### src/rtl/run_ctrl.sv
// Run sequencer: pulses the core's start, counts RUN cycles until halt or watchdog, then holds done until ack/go.
// Latency: every output is registered; input to output is one CLK edge, START lasts START_CYCLES cycles.
// Backpressure: done is held until the host answers with ack or go; go and ack are ignored in START and RUN.
//
// Ports:
//   CLK, reset_n       - clock, asynchronous active-low reset
//   go, ack            - host run request / completion acknowledge
//   halt               - done flag from the core
//   start              - init to the core, active high
//   busy, done         - status: START/RUN, DONE
//   timeout            - last run ended by watchdog (meaningful while done)
//   cycle_ct           - RUN cycles with halt=0 in the last or current run
//
// Build option: define RUN_CTRL_WDOG_EN to build the watchdog. Without it,
// timeout is constant 0, RUN ends only on halt, and TIMEOUT is unused.
module run_ctrl #(
    parameter int unsigned        START_CYCLES = 2,
    parameter int unsigned        CW           = 16,
    parameter logic [CW-1:0]      TIMEOUT      = 16'hFFF0
) (
    input  logic          CLK,
    input  logic          reset_n,
    input  logic          go,
    input  logic          ack,
    input  logic          halt,
    output logic          start,
    output logic          busy,
    output logic          done,
    output logic          timeout,
    output logic [CW-1:0] cycle_ct
);

    typedef enum logic [1:0] {
        ST_IDLE  = 2'd0,
        ST_START = 2'd1,
        ST_RUN   = 2'd2,
        ST_DONE  = 2'd3
    } state_t;

    state_t        state_q, state_d;
    logic          start_q, start_d;
    logic          busy_q, busy_d;
    logic          done_q, done_d;
    logic          timeout_q, timeout_d;
    logic [CW-1:0] cycle_ct_q, cycle_ct_d;
    logic [3:0]    pulse_ct_q, pulse_ct_d;

    localparam logic [3:0] PULSE_LAST = 4'(START_CYCLES);

`ifdef RUN_CTRL_WDOG_EN
    localparam logic [CW-1:0] WDOG_LAST = TIMEOUT - 1'b1;
`else
    logic unused_timeout_param;
    assign unused_timeout_param = ^TIMEOUT;
`endif

    always_ff @(posedge CLK or negedge reset_n) begin
        if (!reset_n) begin
            state_q    <= ST_IDLE;
            start_q    <= 1'b0;
            busy_q     <= 1'b0;
            done_q     <= 1'b0;
            timeout_q  <= 1'b0;
            cycle_ct_q <= '0;
            pulse_ct_q <= '0;
        end else begin
            state_q    <= state_d;
            start_q    <= start_d;
            busy_q     <= busy_d;
            done_q     <= done_d;
            timeout_q  <= timeout_d;
            cycle_ct_q <= cycle_ct_d;
            pulse_ct_q <= pulse_ct_d;
        end
    end

    always_comb begin
        state_d    = state_q;
        start_d    = start_q;
        busy_d     = busy_q;
        done_d     = done_q;
        timeout_d  = timeout_q;
        cycle_ct_d = cycle_ct_q;
        pulse_ct_d = pulse_ct_q;

        unique case (state_q)
            ST_IDLE: begin
                if (go) begin
                    state_d    = ST_START;
                    start_d    = 1'b1;
                    busy_d     = 1'b1;
                    cycle_ct_d = '0;
                    timeout_d  = 1'b0;
                    pulse_ct_d = 4'd1;
                end
            end
            ST_START: begin
                // pulse_ct counts the START cycles already spent, including this one;
                // halt is deliberately not looked at here since it may be stale.
                if (pulse_ct_q == PULSE_LAST) begin
                    state_d    = ST_RUN;
                    start_d    = 1'b0;
                    pulse_ct_d = '0;
                end else begin
                    pulse_ct_d = pulse_ct_q + 4'd1;
                end
            end
            ST_RUN: begin
                if (halt) begin
                    // halt beats a simultaneous watchdog expiry
                    state_d = ST_DONE;
                    busy_d  = 1'b0;
                    done_d  = 1'b1;
`ifdef RUN_CTRL_WDOG_EN
                end else if (cycle_ct_q == WDOG_LAST) begin
                    state_d    = ST_DONE;
                    busy_d     = 1'b0;
                    done_d     = 1'b1;
                    timeout_d  = 1'b1;
                    cycle_ct_d = TIMEOUT;
`endif
                end else if (cycle_ct_q != {CW{1'b1}}) begin
                    cycle_ct_d = cycle_ct_q + 1'b1;
                end
            end
            ST_DONE: begin
                // start stays low so the core keeps its data memory readable
                if (go) begin
                    state_d    = ST_START;
                    start_d    = 1'b1;
                    busy_d     = 1'b1;
                    done_d     = 1'b0;
                    cycle_ct_d = '0;
                    timeout_d  = 1'b0;
                    pulse_ct_d = 4'd1;
                end else if (ack) begin
                    state_d = ST_IDLE;
                    done_d  = 1'b0;
                end
            end
            default: begin
                state_d = ST_IDLE;
            end
        endcase
    end

    assign start    = start_q;
    assign busy     = busy_q;
    assign done     = done_q;
`ifdef RUN_CTRL_WDOG_EN
    assign timeout  = timeout_q;
`else
    assign timeout  = 1'b0;
`endif
    assign cycle_ct = cycle_ct_q;

endmodule

### config.mk
export PLATFORM = sky130hd
export DESIGN_NAME = run_ctrl
export DESIGN_NICKNAME = d
export VERILOG_FILES = /design/src/rtl/run_ctrl.sv
export SDC_FILE = /design/constraint.sdc
export NUM_CORES = 1
export LEC_CHECK = 0
export CAP_MARGIN = 0
export CORE_AREA = 2 2 51 89
export CTS_CLUSTER_DIAMETER = 100
export DETAILED_ROUTE_END_ITERATION = 6
export DIE_AREA = 0 0 53 91
export GPL_TIMING_DRIVEN = 0
export PLACE_DENSITY = 0.65
export SLEW_MARGIN = 20
export SYNTH_ARGS = -nofsm -noshare
export SYNTH_HDL_FRONTEND = slang
export SYNTH_SLANG_ARGS = --single-unit
### constraint.sdc
create_clock -name CLK -period 2.6 [get_ports CLK]
set_clock_uncertainty 0.15 [all_clocks]
set_input_delay 0.39 -clock CLK [delete_from_list [all_inputs] [get_ports CLK]]
set_output_delay 0.39 -clock CLK [all_outputs]
set_load 0.05 [all_outputs]
# Yosys cells after proc, flatten, opt, wreduce, memory -nomap -nowiden

Cells that the tools add are included.

Logic and storage cells: 53
Output and inout bits: 20
Input port bits: 5
Flip-flop bits (word level): 25

Reductions and logical operators: 11
Multiplexer cells: 22
Eq/ne operators: 12
$add $sub $neg: 2

Operators by type and width:

| kind                    | count |
|---|---|
| $mux W16                | 3 |
| $pmux W16 S2            | 1 |
| $add A16 B1 Y16 const B | 1 |
| $ne A16 B16 Y1 const B  | 1 |
| $mux W2                 | 5 |
| $ne A2 B2 Y1 const B    | 5 |
| $reduce_and A3 Y1       | 3 |
| $mux W4                 | 2 |
| $pmux W2 S4             | 1 |
| $pmux W4 S2             | 1 |
| $reduce_and A4 Y1       | 2 |
| $mux W1                 | 6 |
| $pmux W1 S2             | 3 |
| $reduce_bool A2 Y1      | 3 |
| $add A4 B1 Y4 const B   | 1 |
| $eq A2 B2 Y1 const B    | 2 |
| $eq A4 B2 Y1 const B    | 1 |
| $ne A3 B3 Y1 const B    | 1 |
| $eq A2 B1 Y1 const B    | 1 |
| $logic_not A2 Y1        | 1 |
| $ne A2 B1 Y1 const B    | 1 |
| $reduce_and A2 Y1       | 1 |
| $reduce_or A2 Y1        | 1 |

# Logic depth before layout (Yosys ltp)

Depth after elaboration: 4
Mapped depth: 7
Depth with buffers taken out: 6

# Worst setup path before layout

No wires, ideal clock.

Kind: register to register
Start point: reg cycle_ct_q[0], in the netlist cycle_ct[0]
End point: reg cycle_ct_q[9], in the netlist cycle_ct[9]
Data arrival time: 2.208 ns
Clock period less this slack: 2.485 ns
Buffers on the path: 1
Setup time: 0.126 ns
Setup slack: 0.115 ns
Cell stages (with the launch flop): 7
Required time: 2.324 ns
Cell sequence: dfrtp_1 > ha_1 > nand4_2 > or4_1 > buf_2 > and2_4 > a221o_1

Longest elaborated chain between the ends: 4
Elaborated cells between the ends (all ways): 7
Classes of those cells: add/sub: 1; eq/ne: 2; mux: 3; reduce/logical: 1

Ends and longest elaborated chain:

| item                     | RTL line | text |
|---|---|---|
| start: declaration       | 45       | `logic [CW-1:0] cycle_ct_q, cycle_ct_d;` |
| start signal: assignment | 72       | `cycle_ct_q <= cycle_ct_d;` |
| $add A16 B1 Y16          | 123      | `cycle_ct_d = cycle_ct_q + 1'b1;` |
| $mux W16                 | 122      | `end else if (cycle_ct_q != {CW{1'b1}}) begin` |
| $mux W16                 | 109      | `if (halt) begin` |
| $pmux W16 S2             | 86       | `unique case (state_q)` |

Several ways; a longest one is shown, not always the timed one. The select of a mux whose other input is x is not followed.
A chain may end at the register's enable or synchronous reset.

# Worst setup path after layout

Start point: reg state_q[0]
End point: reg cycle_ct_q[2], in the netlist cycle_ct[2]

Longest elaborated chain between the ends: 4
Elaborated cells between the ends (all ways): 10
Classes of those cells: eq/ne: 5; mux: 1; reduce/logical: 4

Ends and longest elaborated chain:

| item                                                                | RTL line | text |
|---|---|---|
| start: declaration                                                  | 40       | `state_t state_q, state_d;` |
| start signal: assignment                                            | 67       | `state_q <= state_d;` |
| $eq A2 B2 Y1 / $logic_not A2 Y1 (equally long branches)             | 86       |  |
| $reduce_or A2 Y1 (no line)                                          | n/a      |  |
| $ne A2 B1 Y1 (no line) / $reduce_bool A2 Y1 (equally long branches) | n/a      |  |
| $reduce_and A4 Y1 (no line)                                         | n/a      |  |

Several ways; a longest one is shown, not always the timed one.

==> tab_implementation.tex <==
\begin{tabular}{lr}
\hline
Metric & Value \\
\hline
\multicolumn{2}{l}{\textbf{Synth}} \\
Post-synthesis register bit count & 25 \\
Share of the yosys chip area belonging to registers & 39.4\% \\
Dominant synthesized flop cell & sky130\_fd\_sc\_hd\_\_dfrtp\_1 \\
Post-synth EDFFs & 0 \\
Portion of synthesized cell area occupied by the leading cell type & 39.4\% \\
Area of the mapped netlist & 1590 µm² \\
Warnings from Yosys & 0 \\
Total nets after synthesis & $\sim$180 \\
Post-synthesis area per instance & 9.28 µm² \\
Post-synthesis cell type with the largest combined area & sky130\_fd\_sc\_hd\_\_dfrtp\_1 \\
Cell count after synthesis & 171 \\
Post-synthesis async set-or-reset flop share & 100\% \\
Cell types with the largest area share after synthesis & sky130\_fd\_sc\_hd\_\_dfrtp\_1 (39\%), sky130\_fd\_sc\_hd\_\_ha\_1 (6.3\%), sky130\_fd\_sc\_hd\_\_o21ai\_0 (3.8\%) \\
Yosys cell types & 50 \\
\multicolumn{2}{l}{\textbf{Layout}} \\
Final net count & 213 \\
Design area & roughly 1900 µm² \\
Top library cells by usage in the layout, fill and taps aside & sky130\_fd\_sc\_hd\_\_dfrtp\_1 (25), sky130\_fd\_sc\_hd\_\_clkdlybuf4s50\_1 (22), sky130\_fd\_sc\_hd\_\_nand2\_1 (16) \\
Most frequent standard cell in the layout excluding fill and tap cells & sky130\_fd\_sc\_hd\_\_dfrtp\_1 \\
Post-layout util & 47.3\% \\
Diodes inserted & 0 \\
Ratio of cells with drive above 1 in the final layout & a little under a tenth \\
Syn-to-layout area delta & 21.5\% \\
\multicolumn{2}{l}{\textbf{Power and ir drop}} \\
Reported leakage power & approximately 0.82 nW \\
Portion of total power attributed to the clock network & 12.6\% \\
Internal Pwr Total & 0.953 mW \\
VDD IR-drop max & 527 µV \\
Reg power frac & 31.8\% \\
Share of total power in combinational logic & a little under three fifths \\
Switching part of the total power & between 40 and 50\% \\
Overall power consumption & 1.87 mW \\
Power density over the cells & 971 nW/µm² \\
Switching power total & 0.919 mW \\
\multicolumn{2}{l}{\textbf{Critical path}} \\
Critical Path Fanout Max & 10 \\
Class of the most critical setup path & reg -> reg \\
Beginning of the worst register-to-register path & state\_q[0]\$\_DFFE\_PN0P\_ \\
Setup slack of the most critical reg-to-reg path & 0.22 ns \\
R2R depth & 7 \\
Kind of start point of the critical path & flop \\
R2R Path End & cycle\_ct[2]\$\_DFFE\_PN0P\_ \\
Arrival time at the worst endpoint & 2.39 ns \\
Critical Path Sink Type & flop \\
Required arrival time at the worst endpoint & around 2.6 ns \\
\multicolumn{2}{l}{\textbf{STA}} \\
Unrepaired setup endpoints after global routing & no \\
Headroom to the max-slew limit & around three fifths \\
Slew at the pin with the worst max-slew slack & 0.569 ns \\
Upper clock frequency limit & 420 MHz \\
Fin crit share & between 90\% and 100\% \\
Final number of setup-violating endpoints & 0 \\
Minimum clock period & 2.38 ns \\
Setup TNS & 0 ns \\
Final count of pins violating max slew & 0 \\
Worst hold slack & approximately 0.38 ns \\
Final Hold Violating Endpoints & 0 \\
\multicolumn{2}{l}{\textbf{Detailed routing}} \\
Number of design-rule violations left by the first detailed-router iteration & 37 \\
Router iterations before antenna repair & 4 \\
DRC violations left & 0 \\
DRT Wirelength & 4150 µm \\
Remaining number of nets flagged by the antenna check after routing & 0 \\
Routed via count divided by cell count & around 6.0 \\
Drt wl/cell & 16.7 µm \\
Vias & between 1000 and 1500 \\
\multicolumn{2}{l}{\textbf{Min path}} \\
Hold\_sp & done\$\_DFFE\_PN0P\_ \\
Depth of the worst hold-timing path & 2 \\
Worst hold-check path type & reg -> reg \\
Endpoint of the worst hold path & done\$\_DFFE\_PN0P\_ \\
\multicolumn{2}{l}{\textbf{Placement}} \\
Dpl cell area & 1870 µm² \\
HPWL after detailed placement & roughly 3000 µm \\
Placer Congestion & 0.865 \\
Port Buffer Count & 23 \\
\multicolumn{2}{l}{\textbf{Clock tree}} \\
Number of H-tree levels & 1 \\
Clock latency reported for the late side of the worst-skew pair & approximately 0.27 ns \\
TritonCTS clock tree & yes \\
Clock-pin transition on the worst setup and hold timing paths & 0.09 ns \\
TritonCTS buffer count & 3 \\
Clock root buffer & sky130\_fd\_sc\_hd\_\_clkbuf\_8 \\
Longest Clk Path Bufs & 2 \\
Sink Count & 25 \\
\multicolumn{2}{l}{\textbf{Floorplan}} \\
Die Ht & 91 µm \\
Core box area & 4070 µm² \\
Row count & 31 \\
Initial Util & 39.0\% \\
Die area & roughly 4800 µm² \\
Horizontal die dimension & 53 µm \\
IO Count & 25 \\
\multicolumn{2}{l}{\textbf{GRT}} \\
Global-route wire length before repair & 6580 µm \\
Tot GR Track Use & 18.0\% \\
Pin count of the biggest net entering global routing & 26 \\
Initial antenna violation count & 0 \\
GRT overflow & 0 \\
Vias in the first global route & 1426 \\
\multicolumn{2}{l}{\textbf{Run}} \\
Number of maximum-capacitance constraint violations & 0 \\
\multicolumn{2}{l}{\textbf{Status}} \\
Result of the run & completed \\
\hline
\end{tabular}
## cell type report
cell class	instances	area [µm²]
fillers	397	2140
multi-input cells	133	905
flip-flops and latches	25	626
repair buffers	24	235
well taps	49	61.3
clock buffers	4	45.0
plain buffers	6	30.0
inverters	7	26.3
## worst max path at each step
stage	from	to	slack, ns	cells past startpoint
final	state_q[0]$_DFFE_PN0P_	cycle_ct[2]$_DFFE_PN0P_	0.22	7
after CTS	state_q[0]$_DFFE_PN0P_	cycle_ct[2]$_DFFE_PN0P_	0.22	7
after global placement	go	cycle_ct[2]$_DFFE_PN0P_	0.11	6
after floorplan	cycle_ct[0]$_DFFE_PN0P_	cycle_ct[9]$_DFFE_PN0P_	0.12	6
after global routing	state_q[0]$_DFFE_PN0P_	cycle_ct[2]$_DFFE_PN0P_	0.08	7
after detailed placement	go	cycle_ct[2]$_DFFE_PN0P_	0.13	6
## repair_timing
| action | 4_1_cts | 5_1_grt |
|---|---|---|
| buffers inserted | 0 | 0 |
| hold endpoints to repair | 25 | 0 |
| gates resized for setup | 0 | 0 |
| hold buffers | 1 | 0 |
## stage by stage
step	std cells	setup WS [ns]
finish	248	0.219
global route	248	0.0754
CTS	248	0.224
detailed placement	243	0.131
global placement	243	0.113
floorplan	171	0.115
## sequential cells by signal, indices dropped and copies added, names as in the netlist
| register | flops |
|---|---|
| busy | 1 |
| start | 1 |
| cycle_ct | 16 |
| state_q | 2 |
| pulse_ct_q | 4 |
| done | 1 |
## Yosys cell counts (2+ instances only)
master and number:
sky130_fd_sc_hd__nor3b_1 2, sky130_fd_sc_hd__o21ai_0 12, sky130_fd_sc_hd__a22o_1 3, sky130_fd_sc_hd__o21a_1 4, sky130_fd_sc_hd__nor4_1 3, sky130_fd_sc_hd__a21oi_1 6, sky130_fd_sc_hd__and3_2 2, sky130_fd_sc_hd__mux2i_1 4
sky130_fd_sc_hd__ha_1 8, sky130_fd_sc_hd__o31ai_1 2, sky130_fd_sc_hd__nand4_1 6, sky130_fd_sc_hd__nor2_1 9, sky130_fd_sc_hd__clkbuf_1 2, sky130_fd_sc_hd__nand2b_1 5, sky130_fd_sc_hd__a221o_1 3, sky130_fd_sc_hd__nand2_1 16
sky130_fd_sc_hd__dfrtp_1 25, sky130_fd_sc_hd__a21o_1 3, sky130_fd_sc_hd__a211o_1 2, sky130_fd_sc_hd__nand3_1 5, sky130_fd_sc_hd__a31o_2 2, sky130_fd_sc_hd__inv_1 7, sky130_fd_sc_hd__nor3_1 3, sky130_fd_sc_hd__and3_1 3
sky130_fd_sc_hd__a31oi_1 7, sky130_fd_sc_hd__buf_2 3
## logic make-up (layout without fill, tap and decap cells)
| family | Yosys count | in the layout | synth area share (%) |
|---|---|---|---|
| AO/OA/AOI/OAI | 54 | 54 | 24.0 |
| XOR/XNOR | 1 | 1 | 0.552 |
| adder cells (fa/ha/maj) | 8 | 8 | 6.31 |
| buffers and inverters | 13 | 41 | 3.55 |
| flip-flops | 25 | 25 | 39.4 |
| multiplexers | 4 | 4 | 2.52 |
| other | 1 | 1 | 0.236 |
| AND/OR/NAND/NOR | 65 | 65 | 23.4 |
## worst max-delay path, cell delays in order, from the launching register on
cell	delay [ns]
sky130_fd_sc_hd__dfrtp_1	0.39
sky130_fd_sc_hd__inv_1	0.11
sky130_fd_sc_hd__ha_1	0.38
sky130_fd_sc_hd__nand2b_1	0.20
sky130_fd_sc_hd__or2_2	0.32
sky130_fd_sc_hd__o21a_1	0.15
sky130_fd_sc_hd__buf_2	0.20
sky130_fd_sc_hd__a221o_1	0.36
## power groups by stage
stage / Sequential (mW) / Combinational, mW / Clock (mW)
global route: 0.612 / 1.13 / 0.252
global placement: 0.592 / 1.03 / 0
detailed placement: 0.602 / 1.04 / 0
finish: 0.595 / 1.04 / 0.236
floorplan: 0.752 / 0.573 / 0
CTS: 0.596 / 1.05 / 0.241
## routing by layer
metal | global-route usage (%) | routed length (µm) | up-vias | part of all wire, %
met1 | 20.8 | 1720 | 723 | 42
met5 | 0 | 0 | - | 0
met3 | 2.63 | 187 | 5 | 4.5
met4 | 8.76 | 38 | 0 | 0.92
met2 | 30.9 | 2200 | 49 | 53
li1 | - | - | 704 | -
No activity file was read; power rests on OpenSTA's default activity.
